**src/rtl/pe_result_pkg.sv**
```systemverilog
// rtl/pe_result_pkg.sv - shared sizes, occupancy states and lane-slice helper for the PE result collector
package pe_result_pkg;

    localparam int NUM_PE = 8;
    localparam int DATA_W = 32;
    localparam int IDX_W  = 3;
    localparam int FRM_W  = 16;
    localparam int BUS_W  = NUM_PE * DATA_W;

    typedef enum logic [1:0] {
        EMPTY = 2'd0,
        ONE   = 2'd1,
        FULL  = 2'd2
    } occ_state_t;

    // Lane 0 sits in the MSBs of the packed bus.
    function automatic logic [DATA_W-1:0] lane_slice(
        input logic [BUS_W-1:0] bus,
        input logic [IDX_W-1:0] k
    );
        lane_slice = bus[(NUM_PE - int'(k)) * DATA_W - 1 -: DATA_W];
    endfunction

endpackage

```
**src/rtl/pe_frame_bank.sv**
```systemverilog
// rtl/pe_frame_bank.sv - two-slot ping-pong frame store with write/read pointers and lane mux
//   clk, reset   : clock, asynchronous active-low reset
//   wr_en        : capture wr_data into the slot at the write pointer
//   wr_data      : packed frame (NUM_PE lanes)
//   rd_done      : current read slot fully streamed, advance read pointer
//   lane_idx     : lane selected from the read slot
//   rd_data      : selected lane result
module pe_frame_bank
    import pe_result_pkg::*;
(
    input  logic              clk,
    input  logic              reset,
    input  logic              wr_en,
    input  logic [BUS_W-1:0]  wr_data,
    input  logic              rd_done,
    input  logic [IDX_W-1:0]  lane_idx,
    output logic [DATA_W-1:0] rd_data
);

    logic [BUS_W-1:0] slot0_q;
    logic [BUS_W-1:0] slot1_q;
    logic             wr_ptr_q;
    logic             rd_ptr_q;

    // Slots are cleared on reset so the read mux presents zero afterwards.
    always_ff @(posedge clk or negedge reset) begin
        if (!reset) begin
            slot0_q  <= '0;
            slot1_q  <= '0;
            wr_ptr_q <= 1'b0;
            rd_ptr_q <= 1'b0;
        end else begin
            if (wr_en) begin
                if (wr_ptr_q) begin
                    slot1_q <= wr_data;
                end else begin
                    slot0_q <= wr_data;
                end
                wr_ptr_q <= ~wr_ptr_q;
            end
            if (rd_done) begin
                rd_ptr_q <= ~rd_ptr_q;
            end
        end
    end

    assign rd_data = lane_slice(rd_ptr_q ? slot1_q : slot0_q, lane_idx);

endmodule

```
**src/rtl/pe_result_collector.sv**
```systemverilog
// rtl/pe_result_collector.sv - captures PE array frames into a ping-pong bank and streams them lane by lane
//   clk, reset   : clock, asynchronous active-low reset
//   in_valid_i   : capture strobe for in_data_i
//   in_ready_o   : bank has a free slot
//   in_data_i    : packed NUM_PE x DATA_W results, lane 0 in the MSBs
//   out_valid_o  : out_data_o holds a valid word
//   out_ready_i  : consumer accepts the word
//   out_data_o   : current lane result
//   out_idx_o    : lane index of out_data_o
//   out_last_o   : high on the final lane of a frame
//   out_frame_o  : sequence number of the frame being streamed
//   drop_o       : one-cycle pulse after a frame was discarded
//   drop_cnt_o   : saturating count of discarded frames
module pe_result_collector
    import pe_result_pkg::*;
(
    input  logic              clk,
    input  logic              reset,
    input  logic              in_valid_i,
    output logic              in_ready_o,
    input  logic [BUS_W-1:0]  in_data_i,
    output logic              out_valid_o,
    input  logic              out_ready_i,
    output logic [DATA_W-1:0] out_data_o,
    output logic [IDX_W-1:0]  out_idx_o,
    output logic              out_last_o,
    output logic [FRM_W-1:0]  out_frame_o,
    output logic              drop_o,
    output logic [7:0]        drop_cnt_o
);

    localparam logic [IDX_W-1:0] LAST_LANE = IDX_W'(NUM_PE - 1);

    occ_state_t       state_q;
    occ_state_t       state_d;
    logic [IDX_W-1:0] lane_q;
    logic [FRM_W-1:0] frame_q;
    logic             drop_q;
    logic [7:0]       drop_cnt_q;

    logic push;
    logic accept;
    logic pop;
    logic overflow;

    // Ready comes straight from the state register; a pop while FULL does
    // not open the slot until the following cycle.
    assign in_ready_o  = (state_q != FULL);
    assign out_valid_o = (state_q != EMPTY);
    assign out_last_o  = (lane_q == LAST_LANE);

    assign push     = in_valid_i && in_ready_o;
    assign accept   = out_valid_o && out_ready_i;
    assign pop      = accept && out_last_o;
    assign overflow = in_valid_i && (state_q == FULL);

    always_comb begin
        state_d = state_q;
        case (state_q)
            EMPTY: begin
                if (push) state_d = ONE;
            end
            ONE: begin
                if (push && !pop)      state_d = FULL;
                else if (pop && !push) state_d = EMPTY;
            end
            FULL: begin
                if (pop) state_d = ONE;
            end
            default: state_d = EMPTY;
        endcase
    end

    always_ff @(posedge clk or negedge reset) begin
        if (!reset) begin
            state_q    <= EMPTY;
            lane_q     <= '0;
            frame_q    <= '0;
            drop_q     <= 1'b0;
            drop_cnt_q <= '0;
        end else begin
            state_q <= state_d;
            if (accept) begin
                lane_q <= out_last_o ? '0 : lane_q + IDX_W'(1);
            end
            if (pop) begin
                frame_q <= frame_q + FRM_W'(1);
            end
            drop_q <= overflow;
            if (overflow && (drop_cnt_q != 8'hFF)) begin
                drop_cnt_q <= drop_cnt_q + 8'd1;
            end
        end
    end

    pe_frame_bank u_bank (
        .clk      (clk),
        .reset    (reset),
        .wr_en    (push),
        .wr_data  (in_data_i),
        .rd_done  (pop),
        .lane_idx (lane_q),
        .rd_data  (out_data_o)
    );

    assign out_idx_o   = lane_q;
    assign out_frame_o = frame_q;
    assign drop_o      = drop_q;
    assign drop_cnt_o  = drop_cnt_q;

endmodule

```
**config.mk**
```make
export PLATFORM = sky130hd
export DESIGN_NAME = pe_result_collector
export DESIGN_NICKNAME = d
export VERILOG_FILES = /design/src/rtl/pe_result_pkg.sv /design/src/rtl/pe_frame_bank.sv /design/src/rtl/pe_result_collector.sv
export SDC_FILE = /design/constraint.sdc
export NUM_CORES = 1
export LEC_CHECK = 0
export BUFFER_PORTS_ARGS = -buffer_cell sky130_fd_sc_hd__buf_2
export CELL_PAD_IN_SITES_DETAIL_PLACEMENT = 2
export CELL_PAD_IN_SITES_GLOBAL_PLACEMENT = 2
export CORE_ASPECT_RATIO = 0.5
export CORE_MARGIN = 4
export CORE_UTILIZATION = 38
export CTS_CLUSTER_DIAMETER = 60
export DETAILED_ROUTE_END_ITERATION = 6
export GPL_ROUTABILITY_DRIVEN = 0
export PLACE_DENSITY_LB_ADDON = 0.12
export SETUP_SLACK_MARGIN = 0.05
export SYNTH_ARGS = -nofsm -noshare
export SYNTH_HDL_FRONTEND = slang
export SYNTH_SLANG_ARGS = --single-unit
```
**constraint.sdc**
```tcl
create_clock -name clk -period 2.7 [get_ports clk]
set_clock_uncertainty 0.05 [all_clocks]
set_input_delay 0.54 -clock clk [delete_from_list [all_inputs] [get_ports clk]]
set_output_delay 0.54 -clock clk [all_outputs]
set_load 0.02 [all_outputs]
```
======== Word-level counts from Yosys, hierarchy flattened ========
Cells that the tools add are included.
operators by class
  add/sub/neg operators ................... 5
  equality and inequality tests ........... 8
  shift-type cells ........................ 1
  multiplexer cells ....................... 7
  bitwise gates (word level) .............. 2
  reduce and logical (&&, ||, !) cells .... 14
operators with widths
  kind                   number
  $shiftx 287x32->32     1
  $mux 256               1
  $sub 32x2->32 const B  1
  $add 16x1->16 const B  1
  $add 8x1->8 const B    1
  $mux 2                 4
  $ne 8x8->1 const B     1
  $logic_and 1x1->1      7
  $ne 2x2->1 const B     3
  $pmux 2 s3             1
  $sub 4x3->5 const A    1
  $reduce_and 2->1       2
  $add 3x1->3 const B    1
  $eq 3x3->1 const B     1
  $mux 3                 1
  $ne 3x3->1 const B     1
  $reduce_and 3->1       1
  $eq 2x1->1 const B     1
  $eq 2x2->1 const B     1
  $logic_not 1->1        2
  $logic_not 2->1        1
  $not 1->1              2
  $reduce_bool 2->1      1
word-level totals
  bits in registers ....................... 544

======== Logic depth before layout (Yosys ltp) ========
Gate-level depths: netlist of run 1.
  depth in word-level cells ............... 7
  depth in mapped cells ................... 9

======== Modules after synthesis ========
From an unflattened synthesis of run 1, not the netlist that was laid out.
second synthesis, totals
  cells, all modules ...................... 1658
  area total of the unflattened synthesis .. 24632.4 sq um
modules (own cells, without submodules)
  module               instances  cells an instance  area each (sq um)  seq. area each (sq um)
  pe_frame_bank        1          1533               23256.1            12862.3
  pe_result_collector  1          125                1376.3             750.7

======== Worst setup path after synthesis of run 1 ========
No wires, ideal clock.
  kind .................................... reg-to-output
  from .................................... register lane_q[0], in the netlist out_idx_o[0]
  to ...................................... output port out_data_o[16]
  arrival ................................. 2.649 ns
  path slack .............................. -0.539 ns
  stages on the path, launching flop included .. 10
  buffers on the path ..................... 5
  path through ............................ dfrtp_1 > buf_4 > clkinv_1 > ha_1 > buf_2 > buf_2 > buf_2 > buf_2 > nand2_1 > a311oi_1
between the ends
  cells in the longest elaborated chain, start to end .. 3
ends and longest elaborated chain
  what                      RTL line                   source
  start: declaration        pe_result_collector.sv:36  logic [IDX_W-1:0] lane_q;
  start signal: assignment  pe_result_collector.sv:84  lane_q <= out_last_o ? '0 : lane_q + IDX_W'(1);
  $sub 4x3->5               pe_result_pkg.sv:21        lane_slice = bus[(NUM_PE - int'(k)) * DATA_W - 1 -: DATA_W];
  $sub 32x2->32             pe_result_pkg.sv:21
  $shiftx 287x32->32        pe_result_pkg.sv:21
  end: declaration          pe_result_collector.sv:24  output logic [DATA_W-1:0] out_data_o,
No other way between the ends.

======== Worst setup path in the final report of run 1 ========
  from .................................... register lane_q[0], in the netlist out_idx_o[0]
  to ...................................... output port out_data_o[15]
Same word-level chain as after synthesis.

==> results.cfg, run 1 <==
[run_status]
run_status = complete, but fails checks
failed_checks = setup timing

[cells_and_area]
area.sequential_um2 = 13600
fill_cells = 5873
flow.area_growth_from_synthesis_pct = 27.2
final_nets = 2245
mostFrequentLayoutCell = sky130_fd_sc_hd__dfrtp_1
mostFrequentLayoutCells = sky130_fd_sc_hd__dfrtp_1 (541), sky130_fd_sc_hd__mux2_2 (470), sky130_fd_sc_hd__buf_2 (288)
multi_input_area_um2 = 11100
drive_above_1_share_pct = 62.3
layout.cell_area.non_filler_um2 = 31600

[pwr]
power.internal_uw = 30800
netSwitchingPower_uw = 18300
irDropWorstVdd_v = 0.000687
switching_share_pct = 37.3
power.density_nw_per_um2 = 1550
share_clk_of_total_power_pct = 16.0
p_leak_uw = 0.0135
power_frac_seq_pct = 29.7
p_comb_share_pct = 54.3

[setup_path]
crit_path_end_kind = output port
worst_setup_path_start_kind = flip-flop
setup.worst_path.start = out_idx_o[0]
cp.required_ps = 2110
timing.critical_path.arrival_ps = 2790
regToRegEndpoint = out_frame_o[15]
worst-path-max-fanout = 7
critical_path_class = flip-flop to output port
timing.reg2reg.worst_path_depth = 11
regToRegStartpoint = out_idx_o[0]
r2r_slack_ps = 210

[grt]
globalRoute.totalOverflow = 0
grt_use_total_pct = 23.3
pin_count_of_the_biggest_net_entering_global_routing = 80
initial_antenna_violation_count = 17
global_route_wire_length_before_repair_mm = 122
via_count_of_the_first_global_routing_pass = 18200

[route]
route.layer.met1.wl_mm = 34.1
dr.max_layer_used = met5
vias_per_cell = 5.31
final_antenna_net_count = 0
residual_drc = 0
detailedRoute.firstIterationViolations = 679
route.met3.wl_mm = 3.93
routed-wl-met2_mm = 42.7
detailed_routing_iteration_count_for_the_pre_antenna_repair_pass = 4
vias = 15400
wirelength_routed_mm = 82.5
routedWlPerCell_um = 28.4

[logic_synthesis]
synth_top_area_share_pct = 54.8
compound_gate_fraction_of_synth_area_pct = 2.20
postSynthAreaPerCell_um2 = 16.1
synth_cells = 1539
muxShareOfSynthArea_pct = 36.4
synth_seq_area_share_pct = 54.8
synth_top_family_by_area = multiplexers
yosysWarningCount = 0
synth-edff-count = 0
synthTopCellsByArea = sky130_fd_sc_hd__dfrtp_1 (55%), sky130_fd_sc_hd__mux2_2 (21%), sky130_fd_sc_hd__mux4_2 (10%), sky130_fd_sc_hd__mux2_1 (2.4%), sky130_fd_sc_hd__mux2i_1 (1.4%)
area_share_of_fa_ha_maj_cells_after_synthesis_pct = 0.302
synth-async-reset-ratio_pct = 100
netlist_area_um2 = 24800
synth_cell_type_count = 53
synthXorXnorAreaFrac_pct = 0.706
synthDominantAreaCellType = sky130_fd_sc_hd__dfrtp_1
post_synth_and_or_nand_nor_area_fraction_pct = 2.20
yosys_most_used_dff = sky130_fd_sc_hd__dfrtp_1
synth_fp_nets = 1805
ys_seq_elements = 544

[min_path]
timing.hold.worst_path_depth = 2
hp-start = in_data_i[166]
worstHoldEndpoint = u_bank.slot0_q[166]
min-delay-path-class = input port to flip-flop

[placement]
port-buffer-count = 322
placement.cell_area_um2 = 28500
dp.final_hpwl_mm = 58.1

[floorplanning]
die_span_x_um = 369
initial_utilization_pct = 38.9
fp.dieArea_um2 = 69700
fp-row-count = 65
floorplan.die.height_um = 189
top_level_ports = 323
design.core.area_um2 = 63800

[sta]
grt_setup_unrepaired = yes
setup_violations = 33
slew_headroom_pct = 53.3
fin_crit_sh_pct = 125
layout_min_cycle_time_ps = 3380
max_slew.worst_pin.slew_ps = 693
hold_viol_final = 0
max_freq_ghz = 0.296
worst_slack_ps = -682
timing.setup.tns_ps = -18790
maxSlewViolCount = 0

[clock_tree]
cts-root-buf = sky130_fd_sc_hd__clkbuf_16
clock_tree.htree_level_count = 2
worst_path_clk_slew_ps = 70
tritoncts_sinks = 544
clock_insertion_delay_at_the_later_pin_of_the_skew_report_ps = 600
cts_tree = built
tritoncts.num_buffers = 53
clockBufferDepth = 3

[run]
max_cap_violations = 0
[what timing repair did]
action	in CTS	in global routing
setup buffers	23	8
hold buffers	1	0
setup endpoints to repair	35	33
cloned	5	3
resized for setup	155	36
endpoints found under the hold margin	44	0
pin swaps	9	28
[synth_stat cells (4+ instances only)]
| library cell | count |
|---|---|
| sky130_fd_sc_hd__mux2_1 | 52 |
| sky130_fd_sc_hd__inv_1 | 7 |
| sky130_fd_sc_hd__a22oi_1 | 7 |
| sky130_fd_sc_hd__nand2_1 | 31 |
| sky130_fd_sc_hd__buf_6 | 28 |
| sky130_fd_sc_hd__nor2_1 | 7 |
| sky130_fd_sc_hd__o31ai_1 | 10 |
| sky130_fd_sc_hd__ha_1 | 6 |
| sky130_fd_sc_hd__a21oi_1 | 6 |
| sky130_fd_sc_hd__mux4_2 | 115 |
| sky130_fd_sc_hd__nand4_1 | 6 |
| sky130_fd_sc_hd__clkbuf_1 | 4 |
| sky130_fd_sc_hd__and2_1 | 12 |
| sky130_fd_sc_hd__mux4_1 | 8 |
| sky130_fd_sc_hd__mux2i_1 | 34 |
| sky130_fd_sc_hd__xor2_1 | 5 |
| sky130_fd_sc_hd__a211oi_1 | 34 |
| sky130_fd_sc_hd__buf_4 | 26 |
| sky130_fd_sc_hd__xnor2_1 | 15 |
| sky130_fd_sc_hd__nor2b_1 | 6 |
| sky130_fd_sc_hd__dfrtp_1 | 544 |
| sky130_fd_sc_hd__and3_1 | 9 |
| sky130_fd_sc_hd__nand2b_1 | 4 |
| sky130_fd_sc_hd__nand3_1 | 11 |
| sky130_fd_sc_hd__buf_2 | 43 |
| sky130_fd_sc_hd__mux2_2 | 471 |
[layer usage]
| layer | global-route usage [%] | up-vias |
|---|---|---|
| met5 | 0 | - |
| met4 | 6.84 | 2 |
| met3 | 3.74 | 96 |
| met2 | 40.7 | 250 |
| met1 | 29.9 | 8429 |
| li1 | - | 6641 |
[worst max-delay path by stage]
stage,end,slack [ps],cells after the start
after detailed placement,out_data_o[15],-290,9
after global routing,out_data_o[15],-740,9
after CTS,out_data_o[18],-740,9
final,out_data_o[15],-680,9
after global placement,out_data_o[15],-240,9
after floorplan,out_data_o[16],50,8
[power groups by stage]
stage               registers, uW  logic [uW]  clock network [uW]
floorplan                   13700       15100                   0
global placement            14200       22100                   0
detailed placement          14700       22700                   0
CTS                         14500       26000                8040
global route                15000       27900                8450
finish                      14600       26600                7850
[logic make-up after synthesis]
family                     after synthesis
AOI/OAI and AO/OA                       74
xor gates and xnor gates                20
adders and majority gates                6
buffers and inverters                  115
DFF                                    544
muxes                                  680
and+or+nand+nor                        100
[worst max-delay path: stages, from the launching register on]
cell,delay [ps]
sky130_fd_sc_hd__dfrtp_4,450
sky130_fd_sc_hd__clkinv_4,60
sky130_fd_sc_hd__ha_4,290
sky130_fd_sc_hd__buf_8,120
sky130_fd_sc_hd__buf_12,130
sky130_fd_sc_hd__mux4_2,510
sky130_fd_sc_hd__mux2i_2,240
sky130_fd_sc_hd__buf_4,170
sky130_fd_sc_hd__a211oi_4,60
sky130_fd_sc_hd__buf_6,140
[final cells by class]
| class | instances | share of cell area (%) |
|---|---|---|
| clock buffers | 84 | 5.21 |
| flip-flops and latches | 544 | 43.1 |
| multi-input cells | 880 | 35.1 |
| repair buffers | 491 | 12.4 |
| diodes | 12 | 0.0951 |
| well taps | 871 | 3.45 |
| inverters | 9 | 0.123 |
| clock inverters | 12 | 0.491 |
[metrics by stage]
stage	setup WS (ps)	total power, uW	hold WS [ps]	std cells	utilization [%]
2_1_floorplan	48.5	28800	194	1539	-
3_3_place_gp	-237	36200	412	2756	44.6
3_5_place_dp	-286	37400	425	2756	44.6
4_1_cts	-743	48500	81.4	2881	49.0
5_1_grt	-738	51400	97.6	2903	49.5
6_report	-682	49100	113	2903	49.5
[flip-flops by register name (all words and copies together), names as in the netlist]
register / cells
out_idx_o: 3
drop_o: 1
u_bank.wr_ptr_q: 1
u_bank.slot0_q: 256
out_frame_o: 16
state_q: 2
u_bank.rd_ptr_q: 1
drop_cnt_o: 8
u_bank.slot1_q: 256
No activity file was read; power rests on OpenSTA's default activity.
==> run 2: changes to the inputs <==
Settings changed: SKIP_CTS_REPAIR_TIMING from default to 1.
==> run 2 against run 1 <==
- wire length decreased by 2.3%
- non-clock buffer count decreased by 9
- the flow still finishes with violations (setup timing)
- maximum frequency decreased by 2.7%
- largest power group unchanged
==> results.cfg, run 2 (synthesis results as in run 1) <==
[grt]
pin_count_of_the_biggest_net_entering_global_routing = 80
grt_use_total_pct = 22.6
initial_antenna_violation_count = 14
global_route_wire_length_before_repair_mm = 119
globalRoute.totalOverflow = 0
via_count_of_the_first_global_routing_pass = 18000

[clock_tree]
clock_insertion_delay_at_the_later_pin_of_the_skew_report_ps = 590
tritoncts.num_buffers = 53
clock_tree.htree_level_count = 2
worst_path_clk_slew_ps = 70
cts_tree = built
clockBufferDepth = 3
tritoncts_sinks = 544
cts-root-buf = sky130_fd_sc_hd__clkbuf_16

[sta]
maxSlewViolCount = 0
layout_min_cycle_time_ps = 3470
hold_ws_ps = 111
hold_viol_final = 0
max_freq_ghz = 0.288
worst_slack_ps = -774
fin_crit_sh_pct = 129
setup_violations = 33
grt_setup_unrepaired = yes
slew_headroom_pct = 44.7
max_slew.worst_pin.slew_ps = 821

[cells_and_area]
final_nets = 2236
finish.cell_count_without_fillers = 2890
mostFrequentLayoutCells = sky130_fd_sc_hd__dfrtp_1 (541), sky130_fd_sc_hd__mux2_2 (470), sky130_fd_sc_hd__buf_2 (293)
final_core_utilization_pct = 48.8
flow.area_growth_from_synthesis_pct = 25.4
fill_cells = 5905
drive_above_1_share_pct = 61.0
mostFrequentLayoutCell = sky130_fd_sc_hd__dfrtp_1
layout.cell_area.non_filler_um2 = 31100

[route]
vias_per_cell = 5.28
dr.max_layer_used = met5
final_antenna_net_count = 0
residual_drc = 0
routedWlPerCell_um = 27.9
route.layer.met1.wl_mm = 33.9
detailed_routing_iteration_count_for_the_pre_antenna_repair_pass = 4
wirelength_routed_mm = 80.6
vias = 15300
detailedRoute.firstIterationViolations = 718
routed-wl-met2_mm = 41.9
route.met3.wl_mm = 3.26

[pwr]
power_frac_seq_pct = 30.6
p_comb_share_pct = 52.9
p_leak_uw = 0.0133
netSwitchingPower_uw = 17700
power.internal_uw = 29800
share_clk_of_total_power_pct = 16.5
switching_share_pct = 37.3
power.density_nw_per_um2 = 1530
totalPowerFinal_uw = 47500
irDropWorstVdd_v = 0.000672

[setup_path]
critical-path-slowest-cell = sky130_fd_sc_hd__dfrtp_4
setup.worst_path.start = u_bank.rd_ptr_q
critical_path_class = flip-flop to output port
worst-path-max-fanout = 7
regToRegStartpoint = out_idx_o[0]
crit_path_end_kind = output port
worst_setup_path_start_kind = flip-flop
slowest_delay_ps = 500
timing.critical_path.arrival_ps = 2880
cp.required_ps = 2110
timing.critical_path.cells = buf_8 -> buf_12 -> clkbuf_16 -> mux4_2 -> and2_1 -> a211oi_2 -> buf_4 -> a211oi_4 -> buf_6

[min_path]
min-delay-path-class = input port to flip-flop
hp-start = in_data_i[166]

[run]
max_cap_violations = 0

[floorplanning]
design.core.area_um2 = 63800
fp.dieArea_um2 = 69700
fp-row-count = 65
die_span_x_um = 369
initial_utilization_pct = 38.9
top_level_ports = 323
floorplan.die.height_um = 189

[placement]
dp_cells = 2756
placement.cell_area_um2 = 28500
dp.final_hpwl_mm = 58.1
port-buffer-count = 322

[run_status]
failed_checks = setup timing
run_status = complete, but fails checks
## run 2: power groups by stage
stage               Clock (uW)  Sequential [uW]  Combinational, uW
finish                    7830            14600              25100
floorplan                    0            13700              15100
detailed placement           0            14700              22700
global placement             0            14200              22100
global route              8440            15000              26500
CTS                       8040            14500              22900
## run 2: worst paths after layout
kind                       slack, ps                  end  depth (start not counted)
min in group asynchronous        490   u_bank.slot0_q[20]                          2
max reg2reg                      190      out_frame_o[15]                         10
min reg2reg                      430  u_bank.slot0_q[131]                          1
min                              110  u_bank.slot0_q[166]                          2
max in group asynchronous       1240   u_bank.slot1_q[84]                          3
max                             -770       out_data_o[25]                          9
## run 2: through the flow
stage	TNS (ps)	setup WS, ps
after CTS	-26470	-948
after global placement	-2640	-237
final	-20460	-774
after global routing	-22980	-845
after detailed placement	-4800	-286
after floorplan	0	48.5
## run 2: layout make-up
cell class / count / area [um2] / share of cell area (%)
Tap cell: 871 / 1090 / 3.50
Timing Repair Buffer: 482 / 3570 / 11.5
Antenna cell: 8 / 20.0 / 0.0643
Inverter: 9 / 38.8 / 0.125
Sequential cell: 544 / 13600 / 43.8
Multi-Input combinational cell: 880 / 11000 / 35.3
Clock inverter: 12 / 155 / 0.498
Clock buffer: 84 / 1650 / 5.28
## run 2: per-layer routing
metal / vias up / global-route usage, %
met3: 88 / 3.57
met5: - / 0
met1: 8303 / 28.8
li1: 6623 / -
met4: 2 / 6.11
met2: 247 / 40.1
## run 2: critical path: cells and delay by family (launching register included)
family                 cells  cell delay [ps]
AOI/OAI and AO/OA          2              320
buffers and inverters      5              810
and+or+nand+nor            1              180
muxes                      1              450
DFF                        1              500
==> run 3: changes to the inputs <==
Settings changed: HOLD_SLACK_MARGIN from default to 0.12.
==> run 3 against run 2 <==
- the flow still finishes with violations (setup timing)
- wire length rose by 1.4%
- clock power barely moved
- critical endpoint unchanged
- maximum frequency rose by 0.39%
- combinational power barely moved
- setup slack improved by 13 ps
- critical path depth did not move
- cell count rose by 2.2%
- sequential power barely moved
- core utilization rose by 1.0 points
- die area did not move
- flip-flop and latch count did not move
- count of clock-buffer cells in the layout did not move
- largest power group unchanged
- highest routed layer unchanged
==> results.cfg, run 3 (synthesis results as in run 1) <==
[sta]
hold_viol_final = 0
maxSlewViolCount = 0
hold_ws_ps = 121
grt_setup_unrepaired = yes
fin_crit_sh_pct = 128
setup_violations = 33
slew_headroom_pct = 43.6
max_slew.worst_pin.slew_ps = 837
layout_min_cycle_time_ps = 3460
worst_slack_ps = -761
max_freq_ghz = 0.289

[route]
vias_per_cell = 5.29
detailedRoute.firstIterationViolations = 636
final_antenna_net_count = 0
wirelength_routed_mm = 81.7
residual_drc = 0
routedWlPerCell_um = 27.7
detailed_routing_iteration_count_for_the_pre_antenna_repair_pass = 4
vias = 15600

[setup_path]
regToRegStartpoint = out_idx_o[0]
critical_path_class = flip-flop to output port
r2r_slack_ps = 210
setup.worst_path.start = u_bank.rd_ptr_q
timing.critical_path.cells = buf_8 -> buf_12 -> clkbuf_16 -> mux4_2 -> and2_1 -> a211oi_2 -> buf_4 -> a211oi_4 -> buf_6
worst-path-max-fanout = 7
critical-path-slowest-cell = sky130_fd_sc_hd__dfrtp_4
slowest_delay_ps = 500
worst_setup_path_endpoint = out_data_o[25]
regToRegEndpoint = out_frame_o[15]
cp.required_ps = 2110
worst_setup_path_start_kind = flip-flop
timing.reg2reg.worst_path_depth = 10
timing.critical_path.arrival_ps = 2870
crit_path_end_kind = output port

[floorplanning]
top_level_ports = 323
floorplan.die.height_um = 189
fp-row-count = 65
initial_utilization_pct = 38.9
die_span_x_um = 369
design.core.area_um2 = 63800
fp.dieArea_um2 = 69700

[clock_tree]
clock_insertion_delay_at_the_later_pin_of_the_skew_report_ps = 590
worst_path_clk_slew_ps = 70
clock_tree.htree_level_count = 2
cts-root-buf = sky130_fd_sc_hd__clkbuf_16
cts_tree = built
clockBufferDepth = 3
tritoncts_sinks = 544
tritoncts.num_buffers = 53

[cells_and_area]
multi_input_area_um2 = 11000
mostFrequentLayoutCell = sky130_fd_sc_hd__dfrtp_1
fill_cells = 5885
area.sequential_um2 = 13600
drive_above_1_share_pct = 59.1
mostFrequentLayoutCells = sky130_fd_sc_hd__dfrtp_1 (541), sky130_fd_sc_hd__mux2_2 (470), sky130_fd_sc_hd__buf_2 (293)
final_nets = 2302
flow.area_growth_from_synthesis_pct = 28.0

[placement]
preCtsSetupSlack_ps = -286
dp.final_hpwl_mm = 58.1
port-buffer-count = 322

[grt]
global_route_wire_length_before_repair_mm = 119
grt_use_total_pct = 22.6
pin_count_of_the_biggest_net_entering_global_routing = 80
via_count_of_the_first_global_routing_pass = 18000
globalRoute.totalOverflow = 0
initial_antenna_violation_count = 9

[pwr]
irDropWorstVdd_v = 0.000674
p_leak_uw = 0.0136
power.density_nw_per_um2 = 1500

[run_status]
run_status = complete, but fails checks
failed_checks = setup timing

[run]
max_cap_violations = 0

[min_path]
min-delay-path-class = input port to flip-flop
## run 3: changes by cell type in the layout (fill, tap and decap cells not counted), sizes merged
cell,change
dlygate4sd3,+66
diode,-3
## run 3: final cells by class
| class | count | share of cell area, % |
|---|---|---|
| antenna | 5 | 0.0394 |
| clock buffer | 84 | 5.18 |
| clock inverter | 12 | 0.488 |
| inverter | 9 | 0.122 |
| multi-input combinational | 880 | 34.6 |
| sequential | 544 | 42.9 |
| tap | 871 | 3.43 |
| timing repair buffer | 548 | 13.3 |
## run 3: critical path: cells and delay by family, from the launching register on
family / cells / cell delay, ps
flops: 1 / 500
compound gates: 2 / 320
buf+inv: 5 / 810
simple gates: 1 / 190
mux: 1 / 460
## run 3: power by group
part | total [uW] | leakage, uW | switching, uW | internal, uW
Combinational | 25300 | 0.00631 | 12100 | 13200
Clock | 7840 | 0.000882 | 3370 | 4460
Sequential | 14600 | 0.00643 | 2340 | 12200
Total | 47700 | 0.0136 | 17800 | 29900
## run 3: stage by stage
step           instances  utilization [%]  power [uW]  area [um2]  TNS, ps
4_1_cts             2852             47.5       45500       30300   -26470
3_5_place_dp        2756             44.6       37400       28500    -4800
3_3_place_gp        2756             44.6       36200       28500    -2640
2_1_floorplan       1539                -       28800       25300        0
5_1_grt             2953             49.8       50000       31800   -22910
6_report            2953             49.8       47700       31800   -20260
## run 3: worst min-delay path by stage
stage                        startpoint                  end  depth (start not counted)  slack, ps
floorplan                         reset        drop_cnt_o[0]                          0        190
global placement    u_bank.slot0_q[137]  u_bank.slot0_q[137]                          1        410
finish                   in_data_i[149]  u_bank.slot0_q[149]                          2        120
CTS                               reset   u_bank.slot0_q[20]                          1       -120
global route             in_data_i[223]  u_bank.slot0_q[223]                          2        110
detailed placement  u_bank.slot0_q[134]  u_bank.slot0_q[134]                          1        420
## run 3: layer usage
metal | wire [um] | vias up | track usage (%) | share of wire [%]
met3 | 3220 | 89 | 3.57 | 3.9
met1 | 34500 | 8512 | 28.8 | 42
li1 | - | 6754 | - | -
met4 | 1590 | 2 | 6.11 | 1.9
met5 | 12 | - | 0 | 0.015
met2 | 42400 | 268 | 40.1 | 52
